### src/rtl/hex_capture_bank.sv
// hex_capture_bank: registered multi-digit 7-seg / LED display bank.
// Captures a hex word and LED vector on a debounced active-low key press.
// Ports:
//   CLOCK_50      - system clock, rising edge
//   reset         - asynchronous active-high reset
//   cap_n         - raw active-low push-button (asynchronous)
//   mode          - 00 LIVE, 01 CAPTURE, 10 CAPTURE_BLINK, 11 OFF
//   blank_lz      - blank leading zero digits (digit 0 always shown)
//   data          - hex word, nibble i drives digit i
//   led_in        - LED vector captured alongside data
//   HEX           - active-low gfedcba segments, 7 bits per digit
//   LEDR          - captured LED vector (forced 0 in OFF)
//   cap_pulse     - one-cycle strobe per accepted press
//   capture_count - accepted press count, wraps at 256
module hex_capture_bank #(
    parameter int NUM_DIGITS        = 6,
    parameter int LED_WIDTH         = 10,
    parameter int DEBOUNCE_CYCLES   = 500000,
    parameter int BLINK_HALF_PERIOD = 12500000
) (
    input  logic                    CLOCK_50,
    input  logic                    reset,
    input  logic                    cap_n,
    input  logic [1:0]              mode,
    input  logic                    blank_lz,
    input  logic [4*NUM_DIGITS-1:0] data,
    input  logic [LED_WIDTH-1:0]    led_in,
    output logic [7*NUM_DIGITS-1:0] HEX,
    output logic [LED_WIDTH-1:0]    LEDR,
    output logic                    cap_pulse,
    output logic [7:0]              capture_count
);

    typedef enum logic [1:0] {
        M_LIVE  = 2'b00,
        M_CAP   = 2'b01,
        M_BLINK = 2'b10,
        M_OFF   = 2'b11
    } mode_e;

    localparam int DW = $clog2(DEBOUNCE_CYCLES + 1);
    localparam int BW = $clog2(BLINK_HALF_PERIOD + 1);
    localparam logic [DW-1:0] DLAST = DW'(DEBOUNCE_CYCLES - 1);
    localparam logic [BW-1:0] BLAST = BW'(BLINK_HALF_PERIOD - 1);

    logic                    sync1_q, sync2_q;
    logic                    deb_q, deb_d;
    logic                    deb_prev_q;
    logic [DW-1:0]           dcnt_q, dcnt_d;
    logic [BW-1:0]           bcnt_q, bcnt_d;
    logic                    blink_on_q, blink_on_d;
    logic [4*NUM_DIGITS-1:0] data_snap_q, data_snap_d;
    logic [LED_WIDTH-1:0]    led_snap_q, led_snap_d;
    logic [7*NUM_DIGITS-1:0] hex_q, hex_d;
    logic                    pulse_q;
    logic [7:0]              count_q, count_d;
    logic                    press;
    logic                    lead;
    logic [3:0]              nib;
    logic [6:0]              seg;
    logic                    hide;

    function automatic logic [6:0] seg7(input logic [3:0] n);
        logic [6:0] s;
        case (n)
            4'h0:    s = 7'h40;
            4'h1:    s = 7'h79;
            4'h2:    s = 7'h24;
            4'h3:    s = 7'h30;
            4'h4:    s = 7'h19;
            4'h5:    s = 7'h12;
            4'h6:    s = 7'h02;
            4'h7:    s = 7'h78;
            4'h8:    s = 7'h00;
            4'h9:    s = 7'h10;
            4'hA:    s = 7'h08;
            4'hB:    s = 7'h03;
            4'hC:    s = 7'h46;
            4'hD:    s = 7'h21;
            4'hE:    s = 7'h06;
            default: s = 7'h0E;
        endcase
        return s;
    endfunction

    // Debounce: level follows the synced key only after a full stable run.
    always_comb begin
        dcnt_d = dcnt_q;
        deb_d  = deb_q;
        if (sync2_q == deb_q) begin
            dcnt_d = '0;
        end else if (dcnt_q == DLAST) begin
            deb_d  = sync2_q;
            dcnt_d = '0;
        end else begin
            dcnt_d = dcnt_q + 1'b1;
        end
    end

    // Press = debounced level seen falling on the previous edge.
    assign press = deb_prev_q & ~deb_q;

    always_comb begin
        data_snap_d = data_snap_q;
        led_snap_d  = led_snap_q;
        if (press || mode == M_LIVE) begin
            data_snap_d = data;
            led_snap_d  = led_in;
        end
        count_d = count_q + {7'd0, press};
    end

    // Blink phase runs in every mode; a press restarts it in the ON phase.
    always_comb begin
        bcnt_d     = bcnt_q + 1'b1;
        blink_on_d = blink_on_q;
        if (press) begin
            bcnt_d     = '0;
            blink_on_d = 1'b1;
        end else if (bcnt_q == BLAST) begin
            bcnt_d     = '0;
            blink_on_d = ~blink_on_q;
        end
    end

    // Walk from the MSD down; blanking stops at the first non-zero nibble.
    always_comb begin
        hex_d = '1;
        lead  = blank_lz;
        nib   = '0;
        seg   = '1;
        hide  = (mode == M_OFF) || (mode == M_BLINK && !blink_on_q);
        for (int i = NUM_DIGITS - 1; i >= 0; i--) begin
            nib = data_snap_q[4*i +: 4];
            seg = seg7(nib);
            if (lead && nib == 4'h0 && i > 0) begin
                seg = 7'h7F;
            end else begin
                lead = 1'b0;
            end
            if (hide) begin
                seg = 7'h7F;
            end
            hex_d[7*i +: 7] = seg;
        end
    end

    always_ff @(posedge CLOCK_50 or posedge reset) begin
        if (reset) begin
            sync1_q     <= 1'b1;
            sync2_q     <= 1'b1;
            deb_q       <= 1'b1;
            deb_prev_q  <= 1'b1;
            dcnt_q      <= '0;
            bcnt_q      <= '0;
            blink_on_q  <= 1'b1;
            data_snap_q <= '0;
            led_snap_q  <= '0;
            hex_q       <= '1;
            pulse_q     <= 1'b0;
            count_q     <= '0;
        end else begin
            sync1_q     <= cap_n;
            sync2_q     <= sync1_q;
            deb_q       <= deb_d;
            deb_prev_q  <= deb_q;
            dcnt_q      <= dcnt_d;
            bcnt_q      <= bcnt_d;
            blink_on_q  <= blink_on_d;
            data_snap_q <= data_snap_d;
            led_snap_q  <= led_snap_d;
            hex_q       <= hex_d;
            pulse_q     <= press;
            count_q     <= count_d;
        end
    end

    assign HEX           = hex_q;
    assign LEDR          = (mode == M_OFF) ? '0 : led_snap_q;
    assign cap_pulse     = pulse_q;
    assign capture_count = count_q;

endmodule

### config.mk
export PLATFORM = sky130hd
export DESIGN_NAME = hex_capture_bank
export DESIGN_NICKNAME = d
export VERILOG_FILES = /design/src/rtl/hex_capture_bank.sv
export SDC_FILE = /design/constraint.sdc
export NUM_CORES = 1
export LEC_CHECK = 0
export ABC_AREA = 1
export BUFFER_PORTS_ARGS = -buffer_cell sky130_fd_sc_hd__buf_2
export CORE_ASPECT_RATIO = 1.1
export CORE_MARGIN = 2
export CORE_UTILIZATION = 38
export DETAILED_ROUTE_END_ITERATION = 6
export GPL_TIMING_DRIVEN = 0
export HOLD_SLACK_MARGIN = 0.06
export SLEW_MARGIN = 10
export SYNTH_ARGS = -nofsm -noshare
export SYNTH_HDL_FRONTEND = slang
export SYNTH_SLANG_ARGS = --single-unit
### constraint.sdc
create_clock -name CLOCK_50 -period 3.9 [get_ports CLOCK_50]
set_input_delay 0.39 -clock CLOCK_50 [delete_from_list [all_inputs] [get_ports CLOCK_50]]
set_output_delay 0.39 -clock CLOCK_50 [all_outputs]
set_load 0.01 [all_outputs]
### Yosys cells after proc, flatten, opt, wreduce, memory -nomap -nowiden

Memories as Yosys holds them, arrays and structs flattened.
Index checks and enable logic that the tools add are counted.

| operators by class | value |
|---|---|
| multipliers | 0 |
| reductions and logical operators | 17 |
| order comparisons | 0 |
| equal/unequal tests | 5 |
| divide/modulo/power cells | 0 |
| add/subtract/negate cells | 3 |
| muxes and demuxes | 22 |
| shift-type cells | 0 |
| bitwise operators | 4 |

Operators with widths:

| cell | count |
|---|---|
| 2-to-1 mux 7 bit | 11 |
| 2-to-1 mux 24 bit | 2 |
| 2-to-1 mux 19 bit | 2 |
| adder 24 x 1 -> 24 bit, second input constant | 1 |
| == test 24 bit, second input constant | 1 |
| logical NOT 4 bit | 5 |
| adder 19 x 1 -> 19 bit, second input constant | 1 |
| == test 19 bit, second input constant | 1 |
| 2-to-1 mux 10 bit | 1 |
| adder 8 x 1 -> 8 bit | 1 |
| logical AND 1 bit | 6 |
| 2-to-1 mux 1 bit | 6 |
| == test 2 bit, second input constant | 2 |
| NOT 1 bit | 3 |
| logical NOT 2 bit | 1 |
| logical OR 1 bit | 2 |
| AND reduction 2 bit | 1 |
| nonzero test 2 bit | 1 |
| AND 1 bit | 1 |
| == test 1 bit | 1 |
| logical NOT 1 bit | 1 |

| word-level totals | value |
|---|---|
| latch bits | 0 |
| ROM bits | 672 |
| bits of input ports | 40 |
| RAM bits | 0 |
| logic and storage cells | 69 |
| output and inout bits | 61 |
| register bits | 133 |
| memories | 6 |

Memory list:

| memory | depth | width | rd ports | clocked after memory_dff | write ports | RTL line | text |
|---|---|---|---|---|---|---|---|
| (no name shown) | 16 | 7 | 1 | 0 | 0 | 65 | `case (n)` |
| (no name shown) | 16 | 7 | 1 | 0 | 0 | 65 |  |
| (no name shown) | 16 | 7 | 1 | 0 | 0 | 65 |  |
| (no name shown) | 16 | 7 | 1 | 0 | 0 | 65 |  |
| (no name shown) | 16 | 7 | 1 | 0 | 0 | 65 |  |
| (no name shown) | 16 | 7 | 1 | 0 | 0 | 65 |  |

### Longest topological paths before layout

Gate-level depths: netlist of run 1.

| logic depth | value |
|---|---|
| depth in word-level cells | 12 |
| depth in mapped cells | 10 |
| gate-level depth less buffers | 10 |

### Worst setup path before layout of run 1

OpenSTA, ideal clock, no wires.

| timing | value |
|---|---|
| path kind | register -> register |
| start | reg deb_prev_q |
| end | reg count_q[7], in the netlist capture_count[7] |
| data required time | 3.776 ns |
| cell stages (with the launch flop) | 9 |
| arrival time | 1.632 ns |
| setup slack | 2.144 ns |
| clock period less this slack | 1.756 ns |
| setup time | 0.124 ns |
| cell sequence | dfstp_2 -> nand2_1 -> inv_1 -> buf_2 -> ha_1 -> nand3_1 -> nor3_1 -> nand3_1 -> xnor2_1 |

| between the ends | value |
|---|---|
| longest elaborated chain between the ends | 2 |

RTL lines:

| what | RTL line | text |
|---|---|---|
| start: declaration | 48 | `logic deb_prev_q;` |
| start signal: assignment | 166 | `deb_prev_q <= deb_q;` |
| AND 1 bit | 101 | `assign press = deb_prev_q & ~deb_q;` |
| via press | 57 | `logic press;` |
| adder 8 x 1 -> 8 bit | 110 | `count_d = count_q + {7'd0, press};` |
| via count_d[7] | 56 | `logic [7:0] count_q, count_d;` |
| end signal: assignment | 174 | `count_q <= count_d;` |
| end: declaration | 56 |  |

The timed path passes the listed nets, and every way through them passes these cells.
A chain may end at the register's enable or synchronous reset.

### Final worst setup path of run 1

Ends and elaborated chain as after synthesis.

==> results_dict.tcl, run 1 <==
set metrics [dict create \
    outcome "complete, no violations" \
    worst_slack_ns 1.764 \
    pre_cts_ws_ns 1.772 \
    core_um2 18280 \
    rrSetupSlack_ns 1.76 \
    clk_pin_slew_worst_paths_ns 0.06 \
    drtIter0Drc 295 \
    dieWidth_um 133.7 \
    yosys_warnings 0 \
    min_path_type "in -> async" \
    area_delta_synth_final_pct 20.02 \
    top_usage_layer "met2" \
    path_max_fanout 11 \
    rsz0062_at_grt "no" \
    seqCellArea_um2 3387 \
    cts_made_buffers 17 \
    power.density_nw_per_um2 430.6 \
    ff2ff_path_depth 8 \
    netlist-cell-type-count 42 \
    peakVddDrop_v 0.0003604 \
    p_clk_frac 0.417 \
    dr.pass1.iters 4 \
    reg2reg_from "deb_prev_q$_DFF_PP1_" \
    yosysSeqAreaShare 0.4818 \
    grt_pass1_wl_um 26530 \
    drv_slew 0 \
    viasPerCell 4.718 \
    clock_sinks 133 \
    grt_max_degree 69 \
    ys.flop_type "dfrtp_1" \
    nFillCells 1815 \
    p_sw_frac 0.2780 \
    routed_wl_um 15930 \
    r2r-end "capture_count[7]$_DFF_PP0_" \
    synth-seq-cells 133 \
    end_kind "register" \
    synthesis.nets 926 \
    grt_overflow 0 \
    cap_violations 0 \
    crit_type "reg -> reg" \
    netlist.area_leader.share 0.3062 \
    drtAntennaViolNets 0 \
    placementRows 52 \
    postCtsHoldBufs 1 \
    layout-drive-gt1-share 0.2261 \
    port_buffers 100 \
    tns_ns 0 \
    clock_latency_ns 0.42 \
    synth_adder_area_share 0.06764 \
    leakagePower_nw 3.862 \
    slew_headroom 0.5936 \
    yosys-top-cells-area "dfrtp_1 31%, dfstp_2 18%, nand2_1 9.6%" \
    synth.most_common_cell "nand2_1" \
    met3_usage 0.04444 \
    cts_tree "built" \
    initial_core_util 0.3845 \
    synthSimpleGateAreaFrac 0.2652 \
    power.switching_mw 1.010 \
    place.gp.congestion 0.8809 \
    grtUsageMet2 0.2680 \
    cts_max_path_buffers 2 \
    synth_top_family_by_area "simple AND/OR/NAND/NOR gates" \
    muxShareOfSynthArea 0 \
    combPwrFrac 0.148 \
    max_freq_ghz 0.4682 \
    synth_xor_area_frac 0.02741 \
    internal_power_mw 2.623 \
    syn_area_um2 7029 \
    synth_compound_area_frac 0.09203 \
    vias 5780 \
    synth_top_cell_by_area "dfrtp_1" \
    routedWlPerCell_um 13.01 \
    final-hold-violation-count 0 \
    cts_resized 0 \
    grt_use_met1 0.2244 \
    worstSetupStartpoint "deb_prev_q$_DFF_PP1_" \
    cts-root-buf "clkbuf_16" \
    start_kind "register" \
    netlist_top_cells_count "180 x nand2_1, 132 x nor2_1, 95 x inv_1" \
    multiInputGateArea_um2 3179 \
    synth_edf_count 0 \
    cts_setup_buffers 0 \
    fin_nets 1047 \
    die-area_um2 19600 \
    synthCells 848 \
    p_seq_frac 0.435 \
    setup_viol 0 \
    tightest_slew_ns 0.6096 \
    antenna_cells 0 \
    critPathRequiredTime_ns 4.20 \
    period_needed_ns 2.136 \
    clock_skew_ns 0.01035 \
    grt_usage 0.1692 \
    fin_crit_sh 0.5476 \
    drc 0 \
    ioPinCount 101 \
    dpl.hpwl_um 11510 \
    async_flop_share 1.000 \
    avgSynthCellArea_um2 8.289 \
    h-tree-depth 4 \
    cp.arrival_ns 2.44 \
    fp.dieH_um 146.6 \
    antenna_found_initial 1 \
    grt_pass1_vias 5534 \
]
registers in the layout (all words and copies together), names as in the netlist:
name,flops
deb_prev_q,1
data_snap_q,24
deb_q,1
sync2_q,1
led_snap_q,10
HEX,42
cap_pulse,1
sync1_q,1
blink_on_q,1
capture_count,8
bcnt_q,24
dcnt_q,19
per-layer routing:
layer	wire [um]	vias to the layer above	share of wire
met4	252	2	0.016
met5	13	-	0.00082
met1	7752	2669	0.49
met3	646	19	0.041
met2	7270	112	0.46
li1	-	2978	-
layout make-up:
class / instances / area share
timing repair buffer: 102 / 0.06377
multi-input combinational: 599 / 0.3768
clock inverter: 12 / 0.01231
buffer: 17 / 0.01053
clock buffer: 20 / 0.05413
tap: 243 / 0.03604
inverter: 99 / 0.04494
sequential: 133 / 0.4015
stage by stage:
step                cell area [um^2]  power (mW)  instances  hold WS (ns)    util
finish                          8437       3.633       1225       0.06528  0.4615
floorplan                       7029       1.950        848        0.3452       -
detailed placement              7866       2.140       1192        0.3485  0.4303
global placement                7834       2.133       1191        0.3470  0.4285
CTS                             8437       3.679       1225       0.07793  0.4615
global route                    8437       3.822       1225        0.1077  0.4615
worst max-delay path, stage by stage (launching register included):
cell,delay [ns]
dfstp_2,0.52
nand2_1,0.15
inv_1,0.15
buf_2,0.28
ha_1,0.24
nand3_1,0.12
nor3_1,0.27
nand3_1,0.14
xnor2_1,0.15
layout by cell type (no fill, tap or decap), drive strengths merged:
cell and instances:
nand2 187, nor2 147, buf 112, inv 99
dfrtp 86, o21ai 57, nand3 56, dfstp 47
ha 38, clkbuf 26, nor3 25, a21oi 18
xor2 15, o211ai 8, nand4 8, a31oi 8
clkinv 8, xnor2 7, a211oi 4, and2 3
o22ai 3, nand3b 3, clkinvlp 3, o311ai 2
a32oi 2, o21bai 2, o2111ai 2, a22oi 1
o221ai 1, o31ai 1, nor3b 1, bufinv 1
dlygate4sd3 1
power groups by stage:
| stage | Sequential [mW] | Combinational [mW] | Clock [mW] |
|---|---|---|---|
| floorplan | 1.62 | 0.328 | 0 |
| global placement | 1.60 | 0.530 | 0 |
| detailed placement | 1.60 | 0.538 | 0 |
| CTS | 1.58 | 0.542 | 1.56 |
| global route | 1.59 | 0.613 | 1.62 |
| finish | 1.58 | 0.538 | 1.52 |
how the worst max path moves through the flow:
stage | slack, ns | endpoint | cells past startpoint
global placement | -1.54 | dcnt_q[15]$_DFF_PP0_ | 2
CTS | 1.74 | capture_count[7]$_DFF_PP0_ | 8
finish | 1.76 | capture_count[7]$_DFF_PP0_ | 8
global route | 1.64 | capture_count[7]$_DFF_PP0_ | 8
floorplan | 0.03 | bcnt_q[0]$_DFF_PP0_ | 1
detailed placement | 1.77 | capture_count[7]$_DFF_PP0_ | 8
cells by family (layout without fill, tap and decap cells):
logic type,Yosys count,count (layout)
compound gates,109,109
flops,133,133
buf+inv,116,250
fa+ha+maj,38,38
simple gates,430,430
xor+xnor,22,22
No activity file was read; power rests on OpenSTA's default activity.
==> run 2, diff against run 1 <==
==> constraint.sdc (replaced) <==
create_clock -name CLOCK_50 -period 2.2 [get_ports CLOCK_50]
set_input_delay 0.22 -clock CLOCK_50 [delete_from_list [all_inputs] [get_ports CLOCK_50]]
set_output_delay 0.22 -clock CLOCK_50 [all_outputs]
set_load 0.01 [all_outputs]
==> run 2 against run 1 <==
Worst hold slack improved by 0.12 ns. Global-route usage increased by 0.55 points. Die area unchanged. Cell area increased by 5.1%. Flip-flop and latch count unchanged. Critical path type unchanged. Highest routed layer is now met4.
==> results_dict.tcl, run 2 (synthesis gave the netlist of run 1 again) <==
set metrics [dict create \
    routed_wl_um 16060 \
    antenna_found_initial 0 \
    cts_made_buffers 17 \
    antenna_cells 0 \
    period_needed_ns 2.080 \
    grtUsageMet2 0.2789 \
    fin_nets 1085 \
    initial_core_util 0.3845 \
    drtAntennaViolNets 0 \
    clock_latency_ns 0.42 \
    h-tree-depth 4 \
    min_path_type "in -> reg" \
    post-route-cell-area_um2 8869 \
    placed_cell_area_um2 7918 \
    cts_setup_buffers 0 \
    postCtsHoldBufs 36 \
    cts_max_path_buffers 2 \
    layout-drive-gt1-share 0.2176 \
    tns_ns 0 \
    clock_sinks 133 \
    cp.arrival_ns 2.37 \
    rsz0062_at_grt "no" \
    die-area_um2 19600 \
    grt_pass1_vias 5757 \
    critPathRequiredTime_ns 2.49 \
    power.density_nw_per_um2 744.8 \
    place.gp.congestion 0.8667 \
    outcome "complete, no violations" \
    fp.dieH_um 146.6 \
    max_freq_ghz 0.4808 \
    cap_violations 0 \
    routedWlPerCell_um 12.72 \
    top_usage_layer "met2" \
    placementRows 52 \
    grt_usage 0.1747 \
    drtIter0Drc 302 \
    core_um2 18280 \
    met3_usage 0.03993 \
    area_delta_synth_final_pct 26.17 \
    viasPerCell 4.690 \
    tightest_slew_ns 0.4834 \
    clock_skew_ns 0.01018 \
    ioPinCount 101 \
    dieWidth_um 133.7 \
    grt_max_degree 35 \
    grt_use_met1 0.2324 \
    start_kind "register" \
    final-hold-violation-count 0 \
    slew_headroom 0.6777 \
    leakagePower_nw 4.050 \
    vias 5923 \
    final_common_cell "nand2_1" \
    dpl.hpwl_um 11760 \
    path_max_fanout 11 \
    peakVddDrop_v 0.0005428 \
    dr.pass1.iters 7 \
    drv_slew 0 \
    clk_pin_slew_worst_paths_ns 0.06 \
    layout_common_cells "180 x nand2_1, 132 x nor2_1, 108 x buf_2, 94 x inv_1, 86 x dfrtp_1" \
    setup_viol 0 \
    cts_resized 0 \
    crit_type "reg -> reg" \
    rrSetupSlack_ns 0.12 \
    cts-root-buf "clkbuf_16" \
    drc 0 \
    cts_tree "built" \
    end_kind "register" \
    grt_overflow 0 \
    largest_reg_flops 42 \
    port_buffers 100 \
    grt_pass1_wl_um 27470 \
    fin_crit_sh 0.9454 \
]
run 2: cell types whose count changed in the layout (fill, tap and decap cells not counted):
cell           change
clkbuf_1           +3
inv_6              -3
buf_16             -1
clkbuf_8           +6
clkinv_2           -3
dlygate4sd3_1     +35
clkinvlp_4         -2
buf_12             +4
clkinv_4           -1
run 2: critical path, stage by stage, from the launching register on:
cell and delay, ns:
dfstp_2 0.51, nand2_1 0.15, inv_1 0.15, buf_2 0.26
ha_1 0.22, nand3_1 0.12, nor3_1 0.26, nand3_1 0.14
xnor2_1 0.15
run 2: per-layer routing:
metal | wire (um) | part of all wire
met1 | 7579 | 0.47
met5 | 0 | 0
met3 | 496 | 0.031
met4 | 235 | 0.015
met2 | 7749 | 0.48
run 2: worst paths after layout:
path,cells past startpoint,startpoint,to
min in group asynchronous,3,reset,bcnt_q[18]$_DFF_PP0_
max in group asynchronous,5,reset,HEX[0]$_DFF_PP1_
worst min-delay path,3,blank_lz,HEX[39]$_DFF_PP1_
worst min register to register,0,sync1_q$_DFF_PP1_,sync2_q$_DFF_PP1_
worst max-delay path,8,deb_prev_q$_DFF_PP1_,capture_count[7]$_DFF_PP0_
worst max register to register,8,deb_prev_q$_DFF_PP1_,capture_count[7]$_DFF_PP0_
run 2: cell type report:
type	instances	area (um^2)
multi-input combinational	599	3179
clock inverter	3	40.04
sequential	133	3387
clock buffer	29	550.5
timing repair buffer	140	940.9
tap	243	304.0
fill	1803	9414
inverter	99	377.9
buffer	17	88.84
run 2: where the power goes:
group / switching, mW / total, mW / internal, mW
clock network: 1.00 / 2.80 / 1.80
logic: 0.617 / 1.01 / 0.391
registers: 0.104 / 2.80 / 2.70
run 2: stage by stage:
stage | util | instances | power [mW] | setup slack (ns) | hold slack (ns)
after floorplan | - | 848 | 3.458 | 0.3672 | 0.2245
after global placement | 0.4287 | 1191 | 3.782 | -0.5498 | 0.3348
after detailed placement | 0.4331 | 1195 | 3.802 | 0.1366 | 0.2671
after CTS | 0.4851 | 1263 | 6.692 | 0.1172 | 0.1647
after global routing | 0.4851 | 1263 | 6.957 | 0.04252 | 0.1943
final | 0.4851 | 1263 | 6.605 | 0.1201 | 0.1860
==> run 3, diff against run 2 <==
==> constraint.sdc (replaced) <==
create_clock -name CLOCK_50 -period 1.8 [get_ports CLOCK_50]
set_input_delay 0.18 -clock CLOCK_50 [delete_from_list [all_inputs] [get_ports CLOCK_50]]
set_output_delay 0.18 -clock CLOCK_50 [all_outputs]
set_load 0.01 [all_outputs]
==> run 3 against run 2 <==
First-iteration DRC count grew 7.0%. Worst hold slack got worse by 0.043 ns. Flip-flop and latch count did not move. Clock power is 22% higher. Setup slack got worse by 0.034 ns. Sequential share of layout area shrank 0.29 points. Cell area is 0.76% higher. Critical endpoint is now HEX[24]$_DFF_PP1_.
==> results_dict.tcl, run 3 (synthesis gave the netlist of run 1 again) <==
set metrics [dict create \
    outcome "complete, no violations" \
    cts-root-buf "clkbuf_16" \
    peakVddDrop_v 0.0006652 \
    grt_overflow 0 \
    area_delta_synth_final_pct 27.13 \
    routed_wl_um 16080 \
    grt_usage 0.1753 \
    layout_common_cells "179 x nand2_1, 132 x nor2_1, 107 x buf_2, 92 x inv_1, 86 x dfrtp_1" \
    h-tree-depth 4 \
    path_max_fanout 7 \
    die-area_um2 19600 \
    met3_usage 0.03993 \
    total_power_mw 8.082 \
    start_kind "register" \
    cp.arrival_ns 2.06 \
    routedWlPerCell_um 12.70 \
    rsz0062_at_grt "yes" \
    clock_skew_ns 0.01010 \
    antenna_found_initial 0 \
    core_um2 18280 \
    grtUsageMet2 0.2807 \
    setup_viol 0 \
    viasPerCell 4.700 \
    grt_use_met1 0.2326 \
    vias 5950 \
    rrSetupSlack_ns 0.09 \
    cts_max_path_buffers 2 \
    dpl.hpwl_um 11760 \
    layout-drive-gt1-share 0.2268 \
    end_kind "register" \
    drtIter0Drc 323 \
    fp.dieH_um 146.6 \
    grt_max_degree 35 \
    crit_type "reg -> reg" \
    critPathSlowestCell "dfrtp_1" \
    slew_headroom 0.6794 \
    fin_nets 1088 \
    place.gp.congestion 0.8667 \
    clock_sinks 133 \
    dieWidth_um 133.7 \
    clock_latency_ns 0.42 \
    final-hold-violation-count 0 \
    cts_made_buffers 17 \
    period_needed_ns 1.713 \
    max_freq_ghz 0.5836 \
    port_buffers 100 \
    min_path_type "in -> reg" \
    initial_core_util 0.3845 \
    placementRows 52 \
    top_usage_layer "met2" \
    tightest_slew_ns 0.4809 \
    antenna_cells 0 \
    crit_chain "inv_1 -> ha_1 -> inv_1 -> nor2_4 -> nand4_1 -> nor2_4 -> nand2_1 -> nand3_1" \
    dr.pass1.iters 6 \
    grt_pass1_wl_um 27570 \
    fin_crit_sh 0.9519 \
    drv_slew 0 \
    largest_reg_flops 42 \
    leakagePower_nw 4.082 \
    critPathMaxStageDelay_ns 0.44 \
    drtAntennaViolNets 0 \
    clk_pin_slew_worst_paths_ns 0.05 \
    drc 0 \
    grt_pass1_vias 5782 \
    power.density_nw_per_um2 904.5 \
    cts_tree "built" \
    critPathRequiredTime_ns 2.15 \
    placed_cell_area_um2 7918 \
    final_common_cell "nand2_1" \
    cap_violations 0 \
    post-route-cell-area_um2 8936 \
    ioPinCount 101 \
]
==> run 3: layout make-up <==
type,instances,area [um^2]
buffer,17,98.84
multi-input combinational,599,3214
tap,243,304.0
inverter,99,377.9
timing repair buffer,143,963.4
clock buffer,29,550.5
clock inverter,3,40.04
sequential,133,3387
fill,1796,9346
==> run 3: worst max-delay path: cells and delay by family, from the launching register on <==
| family | cells | cell delay, ns |
|---|---|---|
| buffers and inverters | 2 | 0.20 |
| and+or+nand+nor | 5 | 0.83 |
| DFF | 1 | 0.44 |
| adders and majority gates | 1 | 0.17 |
==> run 3: path summary, 6_finish.rpt <==
check / startpoint / to / depth (start not counted)
max in group asynchronous: reset / HEX[0]$_DFF_PP1_ / 5
worst min register to register: sync1_q$_DFF_PP1_ / sync2_q$_DFF_PP1_ / 0
min in group asynchronous: reset / bcnt_q[18]$_DFF_PP0_ / 3
worst max-delay path: data_snap_q[21]$_DFFE_PP0P_ / HEX[24]$_DFF_PP1_ / 8
worst min-delay path: blank_lz / HEX[39]$_DFF_PP1_ / 3
worst max register to register: data_snap_q[21]$_DFFE_PP0P_ / HEX[24]$_DFF_PP1_ / 8
==> run 3: per-layer routing <==
layer / wire length [um] / up-vias
met5: 0 / -
met4: 219 / 0
met3: 489 / 13
met2: 7786 / 103
met1: 7585 / 2777
li1: - / 3057
==> run 3: metrics by stage <==
stage               setup WS [ns]  hold slack [ns]  instances  setup TNS [ns]    util
global route             -0.03895           0.1543       1266         -0.2242  0.4888
finish                    0.08656           0.1432       1266               0  0.4888
global placement          -0.9098           0.2948       1191          -92.65  0.4287
CTS                      0.009693           0.1247       1264               0  0.4862
detailed placement        -0.2634           0.2271       1195         -0.6397  0.4331
floorplan                0.007187           0.1845        848               0       -
==> run 3: timing repair <==
| action | CTS | global route |
|---|---|---|
| hold buffers | 36 | 0 |
| pin swaps | 1 | 3 |
| resized for setup | 5 | 7 |
| setup endpoints to repair | 4 | 17 |
| setup buffers | 1 | 2 |
| hold endpoints to repair | 46 | 0 |
==> run 3: power breakdown <==
part	switching, mW	total (mW)	internal, mW
Combinational	0.757	1.24	0.479
Clock	1.23	3.42	2.19
Sequential	0.127	3.43	3.30
Total	2.11	8.08	5.97
